`src/rtl/uart_byte_tx.sv`:
```
// 8N1 UART transmitter: frames one byte (start, 8 data bits LSB-first, stop)
// at CLKS_PER_BIT clocks per bit and reports busy/done to the upstream FSM.
module uart_byte_tx #(
   parameter int CLK_FREQ     = 100_000_000,
   parameter int BAUD         = 9600,
   parameter int CLKS_PER_BIT = CLK_FREQ / BAUD
) (
   input  logic       clk,
   input  logic       reset,
   input  logic [7:0] data,
   input  logic       tx_start,
   output logic       busy,
   output logic       done,
   output logic       txd,
   output logic [1:0] fsm_state
);

   localparam int CW = $clog2(CLKS_PER_BIT);

   typedef enum logic [1:0] {
      IDLE  = 2'd0,
      START = 2'd1,
      DATA  = 2'd2,
      STOP  = 2'd3
   } state_t;

   state_t        state;
   logic [CW-1:0] baud_cnt;
   logic [2:0]    bit_idx;
   logic [7:0]    shreg;
   logic          bit_last;
   logic [2:0]    next_idx;

   assign fsm_state = state;

   always_comb begin
      bit_last = (baud_cnt == CW'(CLKS_PER_BIT - 1));
      next_idx = bit_idx + 3'd1;
   end

   // Handshake: a request is taken on any edge where the block is free (IDLE,
   // or the final edge of STOP); requests seen while a frame is running are dropped.
   always_ff @(posedge clk or posedge reset) begin
      if (reset) begin
         state    <= IDLE;
         txd      <= 1'b1;
         busy     <= 1'b0;
         done     <= 1'b0;
         baud_cnt <= '0;
         bit_idx  <= 3'd0;
         shreg    <= 8'h00;
      end else begin
         done <= 1'b0;
         case (state)
            IDLE: begin
               baud_cnt <= '0;
               if (tx_start) begin
                  shreg <= data;
                  state <= START;
                  txd   <= 1'b0;
                  busy  <= 1'b1;
               end else begin
                  txd  <= 1'b1;
                  busy <= 1'b0;
               end
            end
            START: begin
               if (bit_last) begin
                  baud_cnt <= '0;
                  bit_idx  <= 3'd0;
                  txd      <= shreg[0];
                  state    <= DATA;
               end else begin
                  baud_cnt <= baud_cnt + CW'(1);
               end
            end
            DATA: begin
               if (bit_last) begin
                  baud_cnt <= '0;
                  if (bit_idx == 3'd7) begin
                     bit_idx <= 3'd0;
                     txd     <= 1'b1;
                     state   <= STOP;
                  end else begin
                     bit_idx <= next_idx;
                     txd     <= shreg[next_idx];
                  end
               end else begin
                  baud_cnt <= baud_cnt + CW'(1);
               end
            end
            STOP: begin
               if (bit_last) begin
                  baud_cnt <= '0;
                  done     <= 1'b1;
                  // A request on the closing edge starts the next frame with no idle gap.
                  if (tx_start) begin
                     shreg <= data;
                     state <= START;
                     txd   <= 1'b0;
                  end else begin
                     state <= IDLE;
                     busy  <= 1'b0;
                  end
               end else begin
                  baud_cnt <= baud_cnt + CW'(1);
               end
            end
            default: begin
               state <= IDLE;
               txd   <= 1'b1;
               busy  <= 1'b0;
            end
         endcase
      end
   end

endmodule
```
`config.mk`:
```
export PLATFORM = sky130hd
export DESIGN_NAME = uart_byte_tx
export DESIGN_NICKNAME = d
export VERILOG_FILES = /design/src/rtl/uart_byte_tx.sv
export SDC_FILE = /design/constraint.sdc
export NUM_CORES = 1
export LEC_CHECK = 0
export CORE_ASPECT_RATIO = 0.6
export CORE_MARGIN = 5
export CORE_UTILIZATION = 45
export DETAILED_ROUTE_END_ITERATION = 8
export PLACE_DENSITY = 0.7
export SYNTH_ARGS = -nofsm -noshare
export SYNTH_HDL_FRONTEND = slang
export SYNTH_SLANG_ARGS = --single-unit
```
`constraint.sdc`:
```
create_clock -name clk -period 2.2 [get_ports clk]
set_clock_uncertainty 0.2 [all_clocks]
set_input_delay 0.44 -clock clk [delete_from_list [all_inputs] [get_ports clk]]
set_output_delay 0.44 -clock clk [all_outputs]
set_load 0.005 [all_outputs]
```
* Word-level counts from Yosys, hierarchy flattened
Cells that the tools add are included.
Word-level totals: register bits 30, latch bits 0, memory bits (writable) 0, bits in read-only memories 0, bits of input ports 11, output and inout bits 5, logic and storage cells 62, memories 0
Operators by class: add/sub/neg operators 2, multiply operators 0, div/mod/pow operators 0, order comparisons 1, equal/unequal tests 12, shifts and indexed selects 0, multiplexer cells 31, bitwise operators 0, reductions and logical operators 9
Operators by type and width (number):
- case mux 14 bit (2 select lines) | 1
- 2-to-1 mux 8 bit | 2
- case mux 8 bit (2 select lines) | 1
- adder 14 x 1 -> 14 bit (second input constant) | 1
- equality test 14 bit (second input constant) | 1
- 2-to-1 mux 14 bit | 1
- != test 2 bit (second input constant) | 7
- 2-to-1 mux 1 bit | 13
- 2-to-1 mux 2 bit | 5
- 2-to-1 mux 3 bit | 3
- case mux 2 bit (4 select lines) | 1
- case mux 3 bit (2 select lines) | 1
- AND reduction 3 bit | 2
- AND reduction 5 bit | 1
- equality test 2 bit (second input constant) | 2
- < comparator 3 x 4 -> 1 bit (second input constant) | 1
- case mux 1 bit (4 select lines) | 1
- AND reduction 4 bit | 1
- nonzero test 2 bit | 2
- adder 3 x 1 -> 3 bit (second input constant) | 1
- binary-select mux 1 bit (select 3 bit) | 1
- equality test 3 bit (second input constant) | 1
- OR reduction 3 bit | 1
- equality test 2 x 1 -> 1 bit (second input constant) | 1
- other kinds (3) | 3

* Longest topological paths before layout
Gate-level depths: netlist of run 1.
word-level depth 6, gate-level depth with buffers 7, gate-level depth less buffers 6

* Least setup slack after synthesis of run 1
No wires, ideal clock.
path kind reg-to-reg, start reg bit_idx[0], end reg txd, library setup time 0.092 ns, arrival time 1.711 ns, required time 1.908 ns, setup slack 0.198 ns, stages on the path, launching flop included 7, path buffers 0, period minus slack after synthesis 2.002 ns, cells stage by stage dfrtp_1 ha_1 ha_1 mux4_2 mux2_2 o2111ai_1 o211ai_1
Between the ends: word-level cells in the longest chain between the ends 6, elaborated cells on any way between the ends 7, classes of those cells 1 x add/sub; 1 x eq/ne; 5 x mux
Ends and longest elaborated chain:
- from (decl) | line 29 | logic [2:0] bit_idx;
- from (signal assigned) | line 85 | bit_idx <= next_idx;
- adder 3 x 1 -> 3 bit | line 38 | next_idx = bit_idx + 3'd1;
- binary-select mux 1 bit (select 3 bit) | line 86 | txd <= shreg[next_idx];
- 2-to-1 mux 1 bit (not written as such) | line 86
- 2-to-1 mux 1 bit (*) | line 80 | if (bit_idx == 3'd7) begin
- 2-to-1 mux 1 bit (*) | line 78 | if (bit_last) begin
- case mux 1 bit (4 select lines) (*) | line 54 | case (state)
- to (signal assigned) | line 71 | txd <= shreg[0];
- to (signal assigned) | line 86
- to (decl) | line 14 | output logic txd,
Mark *: on every way between the ends. The rest lies on a longest branch, timed or not. The select of a mux whose other input is x is not followed. A chain may end at the register's enable or synchronous reset.

* Final worst setup path of run 1
start reg baud_cnt[0], end reg state[1] (netlist: fsm_state[1])
Between the ends: word-level cells in the longest chain between the ends 3, elaborated cells on any way between the ends 5, classes of those cells 4 x eq/ne; 1 x reduce/logical
Ends and longest elaborated chain:
- from (decl) | line 28 | logic [CW-1:0] baud_cnt;
- from (signal assigned) | line 74 | baud_cnt <= baud_cnt + CW'(1);
- from (signal assigned) | line 89 | baud_cnt <= baud_cnt + CW'(1);
- from (signal assigned) | line 106 | baud_cnt <= baud_cnt + CW'(1);
- equality test 14 bit (*) | line 37 | bit_last = (baud_cnt == CW'(CLKS_PER_BIT - 1));
- != test 2 bit (no source line)
- AND reduction 5 bit (no source line) (*)
- to (signal assigned) | line 45 | state <= IDLE;
- to (signal assigned) | line 59 | state <= START;
- to (signal assigned) | line 72 | state <= DATA;
- to (decl) | line 27 | state_t state;
Mark *: on every way between the ends. The rest lies on a longest branch, timed or not.

==> reports/results.ini, run 1 <==
[timing]
fmaxAchievable_ghz = 0.481
worst_slew_pin_slew_ns = 0.469
rsz0062_at_grt = false
period_needed_ns = 2.08
max-slew-margin-rel = 0.687
fin_crit_sh = 0.946
slew_violations = 0
tns_ns = 0
finalHoldViolCount = 0
finalSetupViolCount = 0

[clocking]
post_cts_buffers = 0
worst_skew_pair.late_latency_ns = 0.28
cts_num_sinks = 30
ctsHoldBuffers = 0
clk_pin_slew_ns = 0.06
cts_inserted_buffers = 5
clk_path_buf_depth = 2
root_buffer = clkbuf_8
tritoncts = done
htreeDepth = 2
cts_resized = 0

[setup_path]
crit_buf_inv = 0
cp-start-kind = flip-flop
path_cells = ha_1 -> and4_4 -> and4_1 -> o221ai_2 -> mux2_4
critPathMaxStageDelay_ns = 0.40
cp_top_family = simple AND/OR/NAND/NOR gates
critPathSlowestCell = and4_1
cp.arrival_ns = 2.05
required_ns = 2.16
path_max_fanout = 6
crit_type = flip-flop to flip-flop
endpoint_kind = flip-flop

[synth]
yosysWarnings = 0
synth-compound-area-share = 0.173
synthAdderAreaFrac = 0.0588
syn_area_per_cell_um2 = 10.4
netlist.top_cell.by_area = dfrtp_1
synth_simple_gate_area_share = 0.186
syn_inst = 164
ys_top_cells_by_area = dfrtp_1 (43%), o211ai_1 (7.5%), ha_1 (5.9%), xor2_1 (4.1%), nand2b_1 (4.0%)
synth_fp_nets = 183
synth-seq-area-share = 0.442
yosys.area_share.xor_xnor = 0.0463
ys_seq_elements = 30
synth_cell_types = 44
muxShareOfSynthArea = 0.0507
netlist.area_leader.share = 0.426
synth_top_family_by_area = simple AND/OR/NAND/NOR gates
netlist_area_um2 = 1700

[detailed_routing]
via_count = 1312
drc = 0
ant_nets = 0
viasPerCell = 5.63
routed_wl_um = 3580
dr.pass1.iters = 4
drtIter0Drc = 78
wl_per_cell_um = 15.4

[global_routing]
gr-usage-met1 = 0.246
grt_pass1_vias = 1286
globalRouteTotalUtil = 0.160
overflow = 0
grtUsageMet2 = 0.206
grt_pass1_wl_um = 6200
met3_usage = 0.0469
grt_max_degree = 31
grt_antenna_before_repair = 0
grt-busiest-layer = met1

[power]
p_leak_nw = 0.846
power_density_nw_per_um2 = 1100
peakVddDrop_uv = 703

[placement]
io_buffers = 15
post_dp_cell_area_um2 = 1920
post-dp-hpwl_um = 2620
routabilityCongestion = 0.777

[floorplan]
num_rows = 17
coreArea_um2 = 3660
fp.dieH_um = 57.7
die-area_um2 = 5150
fp.dieW_um = 89.4
initial_core_util = 0.465
ios = 16

[cells_and_area]
multi_input_area_um2 = 877
fin_area_um2 = 2010
final_layout_size_suffix_gt1_frac = 0.129
fillers = 317
regArea_um2 = 752
diodes = 0
finalNetCount = 204
area_growth_pct = 17.9

[status]
status = finished, final reports clean

[hold_path]
hold_path.class = flip-flop to flip-flop

[job]
cap_violations = 0

[state kept, by name, summed over array words and instances, names as in the netlist]
register / count
baud_cnt: 14
shreg: 8
bit_idx: 3
fsm_state: 2
busy: 1
done: 1
txd: 1
[cells by family (layout without fill, tap and decap cells)]
| kind of cell | after synthesis | in the layout |
|---|---|---|
| xor+xnor | 9 | 9 |
| simple gates | 57 | 57 |
| flops | 30 | 30 |
| mux | 5 | 5 |
| fa+ha+maj | 8 | 8 |
| buf+inv | 16 | 38 |
| compound gates | 39 | 39 |
[final timing paths]
check,start,endpoint,slack [ns],cells after the start
worst min-delay path,baud_cnt[0],baud_cnt[0],0.30,1
min in group asynchronous,reset,baud_cnt[0],0.32,3
worst max-delay path,baud_cnt[0],fsm_state[1],0.12,5
max in group asynchronous,reset,txd,1.15,3
worst min register to register,baud_cnt[0],baud_cnt[0],0.30,1
worst max register to register,baud_cnt[0],fsm_state[1],0.12,5
[per-layer routing]
metal	share of wire	wire length (µm)
met3	0.047	167
met5	0	0
met2	0.41	1470
met1	0.53	1890
met4	0.016	57
[synth_stat cells]
cell type  count
dfrtp_1       29
o211ai_1      17
nor2_1        14
nand2_1       11
nand2b_1      11
a21oi_1        8
ha_1           8
inv_1          8
xor2_1         8
nand4_1        5
clkbuf_1       3
nand3_1        3
and4_4         2
buf_2          2
mux2_2         2
o221ai_1       2
o22a_1         2
o31ai_1        2
or4_1          2
a211o_1        1
a21oi_4        1
a22o_1         1
a32o_1         1
and3_1         1
and4_1         1
and4bb_1       1
buf_4          1
buf_6          1
clkinv_1       1
dfstp_2        1
mux2_4         1
mux4_1         1
mux4_2         1
nand3_2        1
nor2b_1        1
nor3_1         1
nor3b_1        1
o2111ai_1      1
o21ai_0        1
o21ai_1        1
o221ai_2       1
or3_1          1
or3_2          1
xnor2_1        1
[layout by cell type, fill, tap and decap left out, types with 2 or more instances in the layout]
master           Yosys  routed
dfrtp_1             29      29
o211ai_1            17      17
clkdlybuf4s50_1      0      15
nor2_1              14      14
nand2b_1            11      11
nand2_1             11      11
inv_1                8       8
a21oi_1              8       8
xor2_1               8       8
ha_1                 8       8
clkbuf_8             0       6
buf_4                1       6
nand4_1              5       5
nand3_1              3       3
and4_4               2       2
o22a_1               2       2
mux2_2               2       2
o31ai_1              2       2
or4_1                2       2
o221ai_1             2       2
[worst reg2reg max path: stages, from the launching register on]
cell and delay, ns:
dfrtp_1 0.39, ha_1 0.22, and4_4 0.27, and4_1 0.40, o221ai_2 0.18, mux2_4 0.31
[cell type report]
class | count | share of cell area
timing repair buffer | 21 | 0.0972
tap | 47 | 0.0293
inverter | 9 | 0.0168
sequential | 30 | 0.374
clock inverter | 1 | 0.00249
multi-input combinational | 118 | 0.437
clock buffer | 7 | 0.0430
[power breakdown]
part / leakage [nW] / switching (mW) / internal [mW]
sequential: 0.369 / 0.147 / 0.703
combinational: 0.429 / 0.469 / 0.441
clock: 0.0482 / 0.201 / 0.252
[through the flow]
stage | utilization | std cells | power, mW | hold slack [ns] | setup slack, ns
2_1_floorplan | - | 164 | 1.48 | 0.255 | 0.198
3_3_place_gp | 0.524 | 225 | 1.71 | 0.267 | 0.193
3_5_place_dp | 0.524 | 225 | 1.76 | 0.290 | 0.131
4_1_cts | 0.549 | 233 | 2.22 | 0.299 | 0.126
5_1_grt | 0.549 | 233 | 2.38 | 0.330 | 0.0409
6_report | 0.549 | 233 | 2.21 | 0.297 | 0.119
No activity file was read; power rests on OpenSTA's default activity.
==> run 2: changes to the inputs <==
--- a/config.mk
+++ b/config.mk
@@ -5,11 +5,13 @@
 export SDC_FILE = /design/constraint.sdc
 export NUM_CORES = 1
 export LEC_CHECK = 0
+export ABC_CLOCK_PERIOD_IN_PS = 2200
 export CORE_ASPECT_RATIO = 0.6
 export CORE_MARGIN = 5
 export CORE_UTILIZATION = 45
 export DETAILED_ROUTE_END_ITERATION = 8
 export PLACE_DENSITY = 0.7
+export RECOVER_POWER = 100
 export SYNTH_ARGS = -nofsm -noshare
 export SYNTH_HDL_FRONTEND = slang
 export SYNTH_SLANG_ARGS = --single-unit
==> run 2 against run 1 <==
First-iteration DRC count did not move; worst hold slack improved by 0.0011 ns; count of clock-buffer cells in the layout did not move; worst setup slack got worse by 0.0020 ns; design area fell by 0.12%; die area did not move; routed wire length fell by 0.11%; non-clock buffer count did not move; clock power barely moved; global-route usage did not move; critical path type unchanged; critical endpoint unchanged; largest power group unchanged.
==> reports/results.ini, run 2 (synthesized netlist as in run 1, its figures left out) <==
[power]
power.total_mw = 2.20
p_leak_nw = 0.848
power_density_nw_per_um2 = 1100
peakVddDrop_uv = 685

[cells_and_area]
final_layout_size_suffix_gt1_frac = 0.124
fin_area_um2 = 2010
area_growth_pct = 17.8
finalNonFillerCells = 233
top_register = baud_cnt
regArea_um2 = 752
largest_reg_flops = 14
post-route-util = 0.548
layout_common_cells = dfrtp_1 (29), o211ai_1 (17), nor2_1 (14)
fillers = 318
reg_top3 = baud_cnt: 14 flops, shreg: 8 flops, bit_idx: 3 flops
diodes = 0
multi_input_area_um2 = 877
final_common_cell = dfrtp_1
finalNetCount = 204

[global_routing]
grt_max_degree = 31
overflow = 0
grt_pass1_vias = 1286
grt_pass1_wl_um = 6200
globalRouteTotalUtil = 0.160
grt_antenna_before_repair = 0

[floorplan]
fp.dieW_um = 89.4
fp.dieH_um = 57.7
initial_core_util = 0.465
ios = 16
num_rows = 17
coreArea_um2 = 3660
die-area_um2 = 5150

[timing]
finalHoldViolCount = 0
layout_setup_ws_ns = 0.117
period_needed_ns = 2.08
worst_slew_pin_slew_ns = 0.741
timing.hold.ws_ns = 0.298
finalSetupViolCount = 0
fmaxAchievable_ghz = 0.480
tns_ns = 0
fin_crit_sh = 0.947
rsz0062_at_grt = false
slew_violations = 0
max-slew-margin-rel = 0.506

[detailed_routing]
wl_per_cell_um = 15.3
dr.pass1.iters = 4
viasPerCell = 5.67
routed_wl_um = 3570
drc = 0
ant_nets = 0
drtIter0Drc = 78
via_count = 1320

[placement]
place_ws_ns = 0.131
post-dp-hpwl_um = 2620
dp.cells = 225
routabilityCongestion = 0.777
post_dp_cell_area_um2 = 1920
io_buffers = 15

[clocking]
tritoncts = done
root_buffer = clkbuf_8
post_cts_buffers = 0
ctsHoldBuffers = 0
clk_pin_slew_ns = 0.06
clk_path_buf_depth = 2
worst_skew_pair.late_latency_ns = 0.28
cts_num_sinks = 30
cts_inserted_buffers = 5
cts_resized = 0
htreeDepth = 2

[setup_path]
path_cells = ha_1 -> and4_4 -> and4_1 -> o221ai_2 -> mux2_4
cp.arrival_ns = 2.05
critPathMaxStageDelay_ns = 0.40
cp-start-kind = flip-flop
crit_type = flip-flop to flip-flop
crit_buf_inv = 0
cp_top_family = simple AND/OR/NAND/NOR gates
critPathSlowestCell = and4_1
path_max_fanout = 6
required_ns = 2.16
endpoint_kind = flip-flop

[hold_path]
hold_path.class = flip-flop to flip-flop

[job]
cap_violations = 0

[status]
status = finished, final reports clean

run 2: cell types whose count changed in the layout (fill, tap and decap cells not counted):
cell             before  now
clkbuf_2              0    1
clkdlybuf4s50_1      15   10
dlygate4sd3_1         0    5
buf_4                 6    5
dfstp_2               1    0
dfstp_1               0    1
run 2: layout make-up:
type	count	area share
clock buffer	7	0.0430
inverter	9	0.0168
multi-input combinational	118	0.437
timing repair buffer	21	0.0961
clock inverter	1	0.00250
sequential	30	0.375
tap	47	0.0293
run 2: path summary, 6_finish.rpt:
check	from	end	slack, ns	depth (start not counted)
worst min register to register	baud_cnt[0]	baud_cnt[0]	0.30	1
worst max-delay path	baud_cnt[0]	fsm_state[1]	0.12	5
worst max register to register	baud_cnt[0]	fsm_state[1]	0.12	5
max in group asynchronous	reset	fsm_state[0]	0.72	3
worst min-delay path	baud_cnt[0]	baud_cnt[0]	0.30	1
min in group asynchronous	reset	baud_cnt[0]	0.60	3
run 2: report_power, final:
part | switching (mW) | total, mW | internal [mW]
clock network | 0.201 | 0.453 | 0.252
logic | 0.469 | 0.898 | 0.429
registers | 0.145 | 0.845 | 0.700
total | 0.815 | 2.20 | 1.38
run 2: layer usage:
metal  part of all wire  up-vias  track usage  routed length, µm
met1               0.52      640        0.246               1870
met4              0.016        0       0.0658                 57
met3              0.051        7       0.0469                184
met5                  0        -            0                  0
met2               0.41       36        0.206               1460
li1                   -      637            -                  -
==> run 3: changes to the inputs <==
--- a/config.mk
+++ b/config.mk
@@ -12,6 +12,7 @@
 export DETAILED_ROUTE_END_ITERATION = 8
 export PLACE_DENSITY = 0.7
 export RECOVER_POWER = 100
+export SKIP_LAST_GASP = 1
 export SYNTH_ARGS = -nofsm -noshare
 export SYNTH_HDL_FRONTEND = slang
 export SYNTH_SLANG_ARGS = --single-unit
==> results of run 3 <==
Final layout, timing and power as in run 2 (identical DEF).
